$ cat config.mk
export PLATFORM = sky130hd
export DESIGN_NAME = scale_coord_gen
export DESIGN_NICKNAME = d
export VERILOG_FILES = /design/src/rtl/scale_pkg.sv /design/src/rtl/scale_axis_acc.sv /design/src/rtl/scale_coord_gen.sv
export SDC_FILE = /design/constraint.sdc
export NUM_CORES = 1
export LEC_CHECK = 0
export ABC_AREA = 0
export CORE_ASPECT_RATIO = 2
export CORE_MARGIN = 4
export CORE_UTILIZATION = 55
export DETAILED_ROUTE_END_ITERATION = 16
export PLACE_DENSITY = 0.75
export REMOVE_ABC_BUFFERS = 1
export SLEW_MARGIN = 15
export SYNTH_ARGS = -nofsm -noshare
export SYNTH_HDL_FRONTEND = slang
export SYNTH_SLANG_ARGS = --single-unit
$ cat constraint.sdc
create_clock -name clk_wr -period 9.6 [get_ports clk_wr]
set_input_delay 1.92 -clock clk_wr [delete_from_list [all_inputs] [get_ports clk_wr]]
set_output_delay 1.92 -clock clk_wr [all_outputs]
set_load 0.05 [all_outputs]
$ cat src/rtl/scale_pkg.sv
// Shared constants for the target-raster coordinate generator.
//   DW    : width of dimension, counter and coordinate fields
//   KW    : width of the Q8.8 scale factors
//   FRAC  : fraction bits in a scale factor (K_UNITY means 1:1)
//   ACCW  : accumulator width, wide enough for 2047 steps of the largest k
//   ST_*  : FSM state encoding
package scale_pkg;
  localparam int DW      = 11;
  localparam int KW      = 16;
  localparam int FRAC    = 8;
  localparam int ACCW    = DW + KW;
  localparam int K_UNITY = 256;

  localparam logic [1:0] ST_IDLE = 2'd0;
  localparam logic [1:0] ST_LOAD = 2'd1;
  localparam logic [1:0] ST_RUN  = 2'd2;
  localparam logic [1:0] ST_DONE = 2'd3;
endpackage

$ cat src/rtl/scale_axis_acc.sv
// One axis of the coordinate generator: a DDA accumulator in Q(DW+8).8 plus
// the registered, clamped integer coordinate and fraction of the current beat.
// Ports:
//   clk_wr, rst : write-domain clock, synchronous active-high reset
//   clr         : zero the accumulator and outputs (frame load / line start)
//   en          : advance the accumulator by k and register the new mapping
//   k           : step size, Q8.8
//   lim         : source extent; coordinates clamp to lim-1 (lim 0 clamps to 0)
//   coord, frac : registered source coordinate and interpolation fraction
module scale_axis_acc
  import scale_pkg::*;
(
  input  logic            clk_wr,
  input  logic            rst,
  input  logic            clr,
  input  logic            en,
  input  logic [KW-1:0]   k,
  input  logic [DW-1:0]   lim,
  output logic [DW-1:0]   coord,
  output logic [FRAC-1:0] frac
);

  logic [ACCW-1:0]      acc;
  logic [ACCW-1:0]      acc_sum;
  logic [DW+FRAC-1:0]   sat_sum;

  // Clamp the integer part to lim-1; a clamped coordinate carries no fraction
  // because interpolating past the last source sample is meaningless.
  function automatic logic [DW+FRAC-1:0] sat_coord(input logic [ACCW-1:0] a,
                                                   input logic [DW-1:0]   l);
    logic [ACCW-FRAC-1:0] ip;
    ip = a[ACCW-1:FRAC];
    if (l == '0)
      sat_coord = '0;
    else if (ip > (ACCW-FRAC)'(l - DW'(1)))
      sat_coord = {l - DW'(1), FRAC'(0)};
    else
      sat_coord = {ip[DW-1:0], a[FRAC-1:0]};
  endfunction

  assign acc_sum = acc + ACCW'(k);
  assign sat_sum = sat_coord(acc_sum, lim);

  always_ff @(posedge clk_wr) begin
    if (rst) begin
      acc   <= '0;
      coord <= '0;
      frac  <= '0;
    end else if (clr) begin
      acc   <= '0;
      coord <= '0;
      frac  <= '0;
    end else if (en) begin
      acc           <= acc_sum;
      {coord, frac} <= sat_sum;
    end
  end

endmodule

$ cat src/rtl/scale_coord_gen.sv
// Target-raster coordinate generator for the video scaler datapath.
// For every target pixel of a frame it presents the clamped source (x,y)
// coordinate and 8-bit interpolation fractions under valid/ready.
// Ports:
//   clk_wr, rst            : write-domain clock, synchronous active-high reset
//   frame_start            : one-cycle pulse, starts (or restarts) a frame
//   t_width, t_height      : target raster size
//   s_width, s_height      : source raster size, used for clamping
//   h_scale_k, v_scale_k   : Q8.8 steps, source*256/target
//   coord_ready            : downstream accepts the presented beat
//   coord_valid            : beat valid
//   src_x/src_y, frac_x/frac_y : source coordinate and fractions
//   line_last, frame_last  : last beat of line / frame
//   busy                   : FSM not idle
//   frame_done             : pulse once the last beat has been accepted
//   restart_err            : pulse when frame_start aborts a running frame
module scale_coord_gen
  import scale_pkg::*;
(
  input  logic            clk_wr,
  input  logic            rst,
  input  logic            frame_start,
  input  logic [DW-1:0]   t_width,
  input  logic [DW-1:0]   t_height,
  input  logic [DW-1:0]   s_width,
  input  logic [DW-1:0]   s_height,
  input  logic [KW-1:0]   h_scale_k,
  input  logic [KW-1:0]   v_scale_k,
  input  logic            coord_ready,
  output logic            coord_valid,
  output logic [DW-1:0]   src_x,
  output logic [DW-1:0]   src_y,
  output logic [FRAC-1:0] frac_x,
  output logic [FRAC-1:0] frac_y,
  output logic            line_last,
  output logic            frame_last,
  output logic            busy,
  output logic            frame_done,
  output logic            restart_err
);

  logic [1:0]    state, state_n;
  logic [DW-1:0] sh_tw, sh_th, sh_sw, sh_sh;
  logic [KW-1:0] sh_hk, sh_vk;
  logic [DW-1:0] tx, ty;
  logic [DW-1:0] tw_m1, th_m1, tx_inc, ty_inc;
  logic          dims_ok, accept, step;
  logic          x_clr, x_en, y_clr, y_en;

  assign tw_m1   = sh_tw - DW'(1);
  assign th_m1   = sh_th - DW'(1);
  assign tx_inc  = tx + DW'(1);
  assign ty_inc  = ty + DW'(1);
  assign dims_ok = (sh_tw != '0) && (sh_th != '0);
  assign accept  = coord_valid && coord_ready;
  // A frame_start on the same edge withdraws the pending beat, so it never
  // counts as consumed even when coord_ready is high.
  assign step    = accept && !frame_start;

  always_comb begin
    state_n = state;
    if (frame_start) begin
      state_n = ST_LOAD;
    end else begin
      case (state)
        ST_IDLE: state_n = ST_IDLE;
        ST_LOAD: state_n = dims_ok ? ST_RUN : ST_IDLE;
        ST_RUN:  if (step && frame_last) state_n = ST_DONE;
        ST_DONE: state_n = ST_IDLE;
        default: state_n = ST_IDLE;
      endcase
    end
  end

  // Frame parameters are captured on frame_start and held for the frame.
  always_ff @(posedge clk_wr) begin
    if (frame_start) begin
      sh_tw <= t_width;
      sh_th <= t_height;
      sh_sw <= s_width;
      sh_sh <= s_height;
      sh_hk <= h_scale_k;
      sh_vk <= v_scale_k;
    end
  end

  always_ff @(posedge clk_wr) begin
    if (rst) begin
      state       <= ST_IDLE;
      busy        <= 1'b0;
      coord_valid <= 1'b0;
      line_last   <= 1'b0;
      frame_last  <= 1'b0;
      frame_done  <= 1'b0;
      restart_err <= 1'b0;
      tx          <= '0;
      ty          <= '0;
    end else begin
      state       <= state_n;
      busy        <= (state_n != ST_IDLE);
      frame_done  <= 1'b0;
      restart_err <= 1'b0;
      if (frame_start) begin
        coord_valid <= 1'b0;
        line_last   <= 1'b0;
        frame_last  <= 1'b0;
        restart_err <= (state == ST_RUN) || (state == ST_DONE);
      end else begin
        case (state)
          ST_LOAD: begin
            tx <= '0;
            ty <= '0;
            if (dims_ok) begin
              coord_valid <= 1'b1;
              line_last   <= (tw_m1 == '0);
              frame_last  <= (tw_m1 == '0) && (th_m1 == '0);
            end else begin
              frame_done  <= 1'b1;
            end
          end
          ST_RUN: begin
            if (accept) begin
              if (frame_last) begin
                coord_valid <= 1'b0;
                line_last   <= 1'b0;
                frame_last  <= 1'b0;
                frame_done  <= 1'b1;
              end else if (line_last) begin
                tx         <= '0;
                ty         <= ty_inc;
                line_last  <= (tw_m1 == '0);
                frame_last <= (tw_m1 == '0) && (ty_inc == th_m1);
              end else begin
                tx         <= tx_inc;
                line_last  <= (tx_inc == tw_m1);
                frame_last <= (tx_inc == tw_m1) && (ty == th_m1);
              end
            end
          end
          default: ;
        endcase
      end
    end
  end

  // x restarts at every line start; y advances once per completed line.
  assign x_clr = (state == ST_LOAD) || (step && line_last);
  assign x_en  = step && !line_last;
  assign y_clr = (state == ST_LOAD);
  assign y_en  = step && line_last;

  scale_axis_acc u_axis_x (
    .clk_wr (clk_wr),
    .rst    (rst),
    .clr    (x_clr),
    .en     (x_en),
    .k      (sh_hk),
    .lim    (sh_sw),
    .coord  (src_x),
    .frac   (frac_x)
  );

  scale_axis_acc u_axis_y (
    .clk_wr (clk_wr),
    .rst    (rst),
    .clr    (y_clr),
    .en     (y_en),
    .k      (sh_vk),
    .lim    (sh_sh),
    .coord  (src_y),
    .frac   (frac_y)
  );

endmodule

# Yosys cells after proc, flatten, opt, wreduce, memory -nomap -nowiden
# Index checks and enable logic that the tools add are counted.
[totals]
latch_bits = 0
inputBits = 80
mem_bits_rw = 0
mem_bits_ro = 0
regBits = 198
n_memories = 0
[classes]
add_sub_neg = 10
bitwise_logic = 1
shifts = 0
reduce_logical = 31
order_cmp = 2
muxes = 34
n_mul = 0
eq_ne = 11
div = 0
[op_table]
columns = ["operator", "n"]
rows = [
  ["19-bit 2-to-1 mux", 4],
  ["11-bit 2-to-1 mux", 6],
  ["27-bit by 16-bit adder with 27-bit output", 2],
  ["11-bit zero test", 4],
  ["11-bit case mux with 2 select lines", 2],
  ["11-bit by 1-bit subtractor with 11-bit output (second input constant)", 4],
  ["19-bit > comparator", 2],
  ["11-bit equality test", 3],
  ["11-bit by 1-bit subtractor with 12-bit output (second input constant)", 2],
  ["11-bit by 1-bit adder with 11-bit output (second input constant)", 2],
  ["11-bit nonzero test", 2],
  ["1-bit 2-to-1 mux", 14],
  ["2-bit inequality test (second input constant)", 5],
  ["2-bit OR reduction", 5],
  ["1-bit logical AND", 9],
  ["1-bit case mux with 2 select lines", 4],
  ["4-bit AND reduction", 2],
  ["2-bit 2-to-1 mux", 3],
  ["2-bit case mux with 3 select lines", 1],
  ["5-bit AND reduction", 1],
  ["2-bit equality test (second input constant)", 2],
  ["2-bit nonzero test", 2],
  ["3-bit AND reduction", 1],
  ["2-bit by 1-bit equality test with 1-bit output (second input constant)", 1],
  ["4 further kinds", 6],
]

# Logic depth before layout (Yosys ltp)
[depth]
ltp_word = 7
depth_mapped = 21
ltp_nobuf = 20

# By module
# From an unflattened synthesis, not the netlist that was laid out.
[unflattened]
hier_cells = 1281
area_unflattened_um2 = 11936.4
[by_module_without_submodules]
columns = ["mod", "cells_each", "instances", "seq_area_each_um2", "area_per_inst_um2"]
rows = [
  ["scale_coord_gen", 426, 1, 2882.8, 5022.3],
  ["scale_axis_acc at u_axis_y", 431, 1, 920.9, 3494.6],
  ["scale_axis_acc at u_axis_x", 424, 1, 920.9, 3419.5],
]

# Worst setup path after synthesis
# OpenSTA, ideal clock, no wires.
[synth_timing]
path_type = "reg-to-reg"
start = "reg sh_hk[0]"
end = "reg u_axis_x.coord[2]"
arrival_ns = 4.041
setup_time_ns = 0.117
path_slack_ns = 5.442
path_stages_with_launch = 19
path_cell_list = "edfxtp_1 ha_1 fa_1 a211oi_1 o21bai_1 a21oi_2 o31ai_2 a31oi_4 nor3_1 xor2_1 ha_1 a21o_1 a21o_1 a21oi_1 o2111ai_1 and2_0 clkbuf_1 o21a_1 a22o_1"
[synth_between]
elab_chain_cells = 4
[synth_rtl]
columns = ["element", "line_no", "text"]
rows = [
  ["from (decl)", "scale_coord_gen.sv:44", "logic [KW-1:0] sh_hk, sh_vk;"],
  ["from (signal assigned)", "scale_coord_gen.sv:82", "sh_hk <= h_scale_k;"],
  ["27-bit by 16-bit adder with 27-bit output", "scale_axis_acc.sv:41", "assign acc_sum = acc + ACCW'(k);"],
  ["net u_axis_x.acc_sum[24]", "scale_axis_acc.sv:24", "logic [ACCW-1:0] acc_sum;"],
  ["19-bit > comparator", "scale_axis_acc.sv:35", "else if (ip > (ACCW-FRAC)'(l - DW'(1)))"],
  ["19-bit 2-to-1 mux", "scale_axis_acc.sv:35", ""],
  ["19-bit 2-to-1 mux", "scale_axis_acc.sv:33", "if (l == '0)"],
  ["to (signal assigned)", "scale_axis_acc.sv:55", "{coord, frac} <= sat_sum;"],
  ["to (decl)", "scale_axis_acc.sv:19", "output logic [DW-1:0] coord,"],
]
# The timed path passes the listed nets, and every way through them passes these cells.
# A chain may end at the register's enable or synchronous reset.

# Worst setup path after layout
[layout_timing]
start = "reg sh_vk[0]"
end = "reg u_axis_y.coord[10]"
[layout_between]
elab_chain_cells = 4
[layout_rtl]
columns = ["element", "line_no", "text"]
rows = [
  ["from (decl)", "scale_coord_gen.sv:44", ""],
  ["from (signal assigned)", "scale_coord_gen.sv:83", "sh_vk <= v_scale_k;"],
  ["27-bit by 16-bit adder with 27-bit output", "scale_axis_acc.sv:41", ""],
  ["net u_axis_y.acc_sum[20]", "scale_axis_acc.sv:24", ""],
  ["19-bit > comparator", "scale_axis_acc.sv:35", ""],
  ["19-bit 2-to-1 mux", "scale_axis_acc.sv:35", ""],
  ["19-bit 2-to-1 mux", "scale_axis_acc.sv:33", ""],
  ["to (signal assigned)", "scale_axis_acc.sv:55", ""],
  ["to (decl)", "scale_axis_acc.sv:19", ""],
]
# The timed path passes the listed nets, and every way through them passes these cells.

==> impl_metrics.json <==
{
  "clock_sinks": 198,
  "timing.final.hold_violations": 0,
  "wl_per_cell_um": 17.4,
  "grt_max_degree": 49,
  "synthCells": 1259,
  "cts.repair.resized": 0,
  "grt_overflow": 0,
  "antenna_found_initial": 0,
  "place_area_sq_mm": 0.0129,
  "remaining_drc_errors": 0,
  "hold_class": "register to register",
  "rows": 74,
  "outcome": "completed",
  "slowest_delay_ns": 0.59,
  "clock_skew_ns": 0.00687,
  "clockRootBuffer": "clkbuf_16",
  "io_buffers": 123,
  "clk_pin_slew_ns": 0.07,
  "crit_slowest_cell": "nand2_1",
  "area_delta_synth_final_pct": 17.9,
  "total_power_mw": 1.85,
  "globalplace.congestion": 0.939,
  "nets": 1535,
  "critPathMaxFanout": 14,
  "post-route-min-period_ns": 4.98,
  "dp_hpwl_um": 22100,
  "mostFrequentLayoutCells": "nand2_1 (141), dfxtp_1 (122), clkdlybuf4s50_1 (122)",
  "clock_path_buffers": 2,
  "postRouteWirelength_um": 28700,
  "drt_iter0_markers": 490,
  "drt_first_pass_iters": 5,
  "grt_pass1_wl_um": 46300,
  "relSlewSlack_pct": 30.3,
  "fin_area_sq_mm": 0.0135,
  "async_reset_ff_share_pct": 0,
  "die_h_um": 212,
  "worstPathCellList": "ha_1, inv_1, fa_1, nor2b_1, o31a_1, o21ai_1, nand4_1, a211oi_1, buf_4, nor2_1, nand3_1, xnor2_1, ha_1, a21o_1, a21o_1, a211o_1, o211ai_1, o2111ai_1, nand2_1, o21ai_0, a31o_2",
  "start_util_pct": 56.0,
  "synth-edff-count": 76,
  "cp_data_required_time_ns": 9.95,
  "fin_crit_sh_pct": 51.9,
  "p_leak_nw": 5.10,
  "vias_per_cell": 5.85,
  "diodes": 0,
  "synth_area_per_cell_sq_um": 9.11,
  "crit_path_end_kind": "register",
  "io_pins": 124,
  "ant_nets": 0,
  "crit_type": "register to register",
  "irDropWorstVdd_mv": 0.136,
  "layout-drive-gt1-share_pct": 4.41,
  "synth_area_sq_mm": 0.0115,
  "synthFlopType": "dfxtp_1",
  "cp.arrival_ns": 5.33,
  "worstSkewPairLatency_ns": 0.46,
  "drv_slew": 0,
  "crit_family": "compound AO/OA/AOI/OAI gates",
  "postCtsSetupRepairBufs": 0,
  "h-tree-depth": 4,
  "start_kind": "register",
  "p_per_area_mw_per_mm2": 137,
  "grt_usage_pct": 25.6,
  "maxCapViolCount": 0,
  "worstMarginPinSlew_ns": 1.04,
  "cp_num_buf_inv": 2,
  "worst_slack_ns": 4.62,
  "num_vias": 9647,
  "synth-seq-area-share_pct": 41.2,
  "die_w_um": 110,
  "finalSetupViolations": 0,
  "dieArea_sq_mm": 0.0234,
  "yosys_warnings": 0,
  "max_freq_ghz": 0.201,
  "grt_pass1_vias": 9759,
  "cts_tree": "built",
  "synth-seq-cells": 198,
  "ctsHoldBuffers": 0,
  "layout_commonest_cell": "nand2_1",
  "place_ws_ns": 4.49,
  "rsz0062_at_grt": "false",
  "finalSetupTns_ns": 0,
  "numCtsBuffers": 17,
  "coreArea_sq_mm": 0.0205,
  "synth_cell_type_count": 82,
  "postLayoutCoreUtil_pct": 66.1
}
==> through the flow <==
stage / instances / hold WS [ns]
5_1_grt: 1649 / 0.475
2_1_floorplan: 1222 / 0.426
6_report: 1649 / 0.451
4_1_cts: 1649 / 0.456
3_3_place_gp: 1618 / 0.437
3_5_place_dp: 1618 / 0.440
==> tightest hold or removal path: stages, from the launching register on <==
cell,delay (ns)
dfxtp_1,0.33
nand2_1,0.05
nand3_1,0.05
==> synthesized netlist by cell type (21+ instances only) <==
master,n,area share [%]
dfxtp_1,122,21
clkbuf_1,32,1.0
a21o_1,21,1.4
nor2_1,111,3.6
edfxtp_1,76,20
xnor2_1,79,6.0
ha_1,82,8.9
nor3_1,48,2.1
xor2_1,46,3.5
a21oi_1,96,4.2
o21ai_0,40,1.7
inv_1,45,1.5
nand2_1,141,4.6
nand3_1,55,2.4
==> flip-flops by register name, summed over array words and instances (netlist names), 11 cells and up <==
register        flops
u_axis_x.acc       27
u_axis_y.acc       27
sh_hk              16
sh_vk              16
sh_sh              11
sh_sw              11
sh_th              11
sh_tw              11
tx                 11
ty                 11
u_axis_x.coord     11
u_axis_y.coord     11
==> cells by family after synthesis <==
| kind of cell | synth area share (%) |
|---|---|
| xor+xnor | 9.55 |
| compound gates | 15.8 |
| simple gates | 20.4 |
| fa+ha+maj | 9.30 |
| flops | 41.2 |
| buf+inv | 2.82 |
| mux | 0.884 |
==> final cells by class <==
class                      instances  area, sq um
fill                            1747         6940
multi-input combinational        977         6420
sequential                       198         4720
timing repair buffer             130         1280
clock buffer                      24          524
tap                              266          333
inverter                          47          176
clock inverter                     7         65.1
==> power by group <==
group / leakage [nW] / total, mW / switching, mW / internal [mW]
Sequential: 1.73 / 0.929 / 0.0253 / 0.904
Combinational: 3.09 / 0.212 / 0.118 / 0.0945
Clock: 0.290 / 0.712 / 0.306 / 0.406
Total: 5.10 / 1.85 / 0.449 / 1.40
==> routing by layer <==
layer / GRT usage [%] / up-vias / routed length [um] / part of all wire (%)
met1: 24.7 / 4523 / 10100 / 35
li1: - / 4777 / - / -
met3: 4.10 / 98 / 912 / 3.2
met4: 16.2 / 0 / 1740 / 6.1
met2: 48.4 / 249 / 16000 / 56
met5: 0 / - / 0 / 0
==> final timing paths <==
kind                                   startpoint            endpoint  slack (ns)  cells after the start
worst max-delay path                     sh_vk[0]  u_axis_y.coord[10]        4.62                     21
worst min-delay path            u_axis_y.coord[6]   u_axis_y.coord[6]        0.45                      2
worst max register to register           sh_vk[0]  u_axis_y.coord[10]        4.62                     21
worst min register to register  u_axis_y.coord[6]   u_axis_y.coord[6]        0.45                      2
Power figures use the tool's default switching activity.
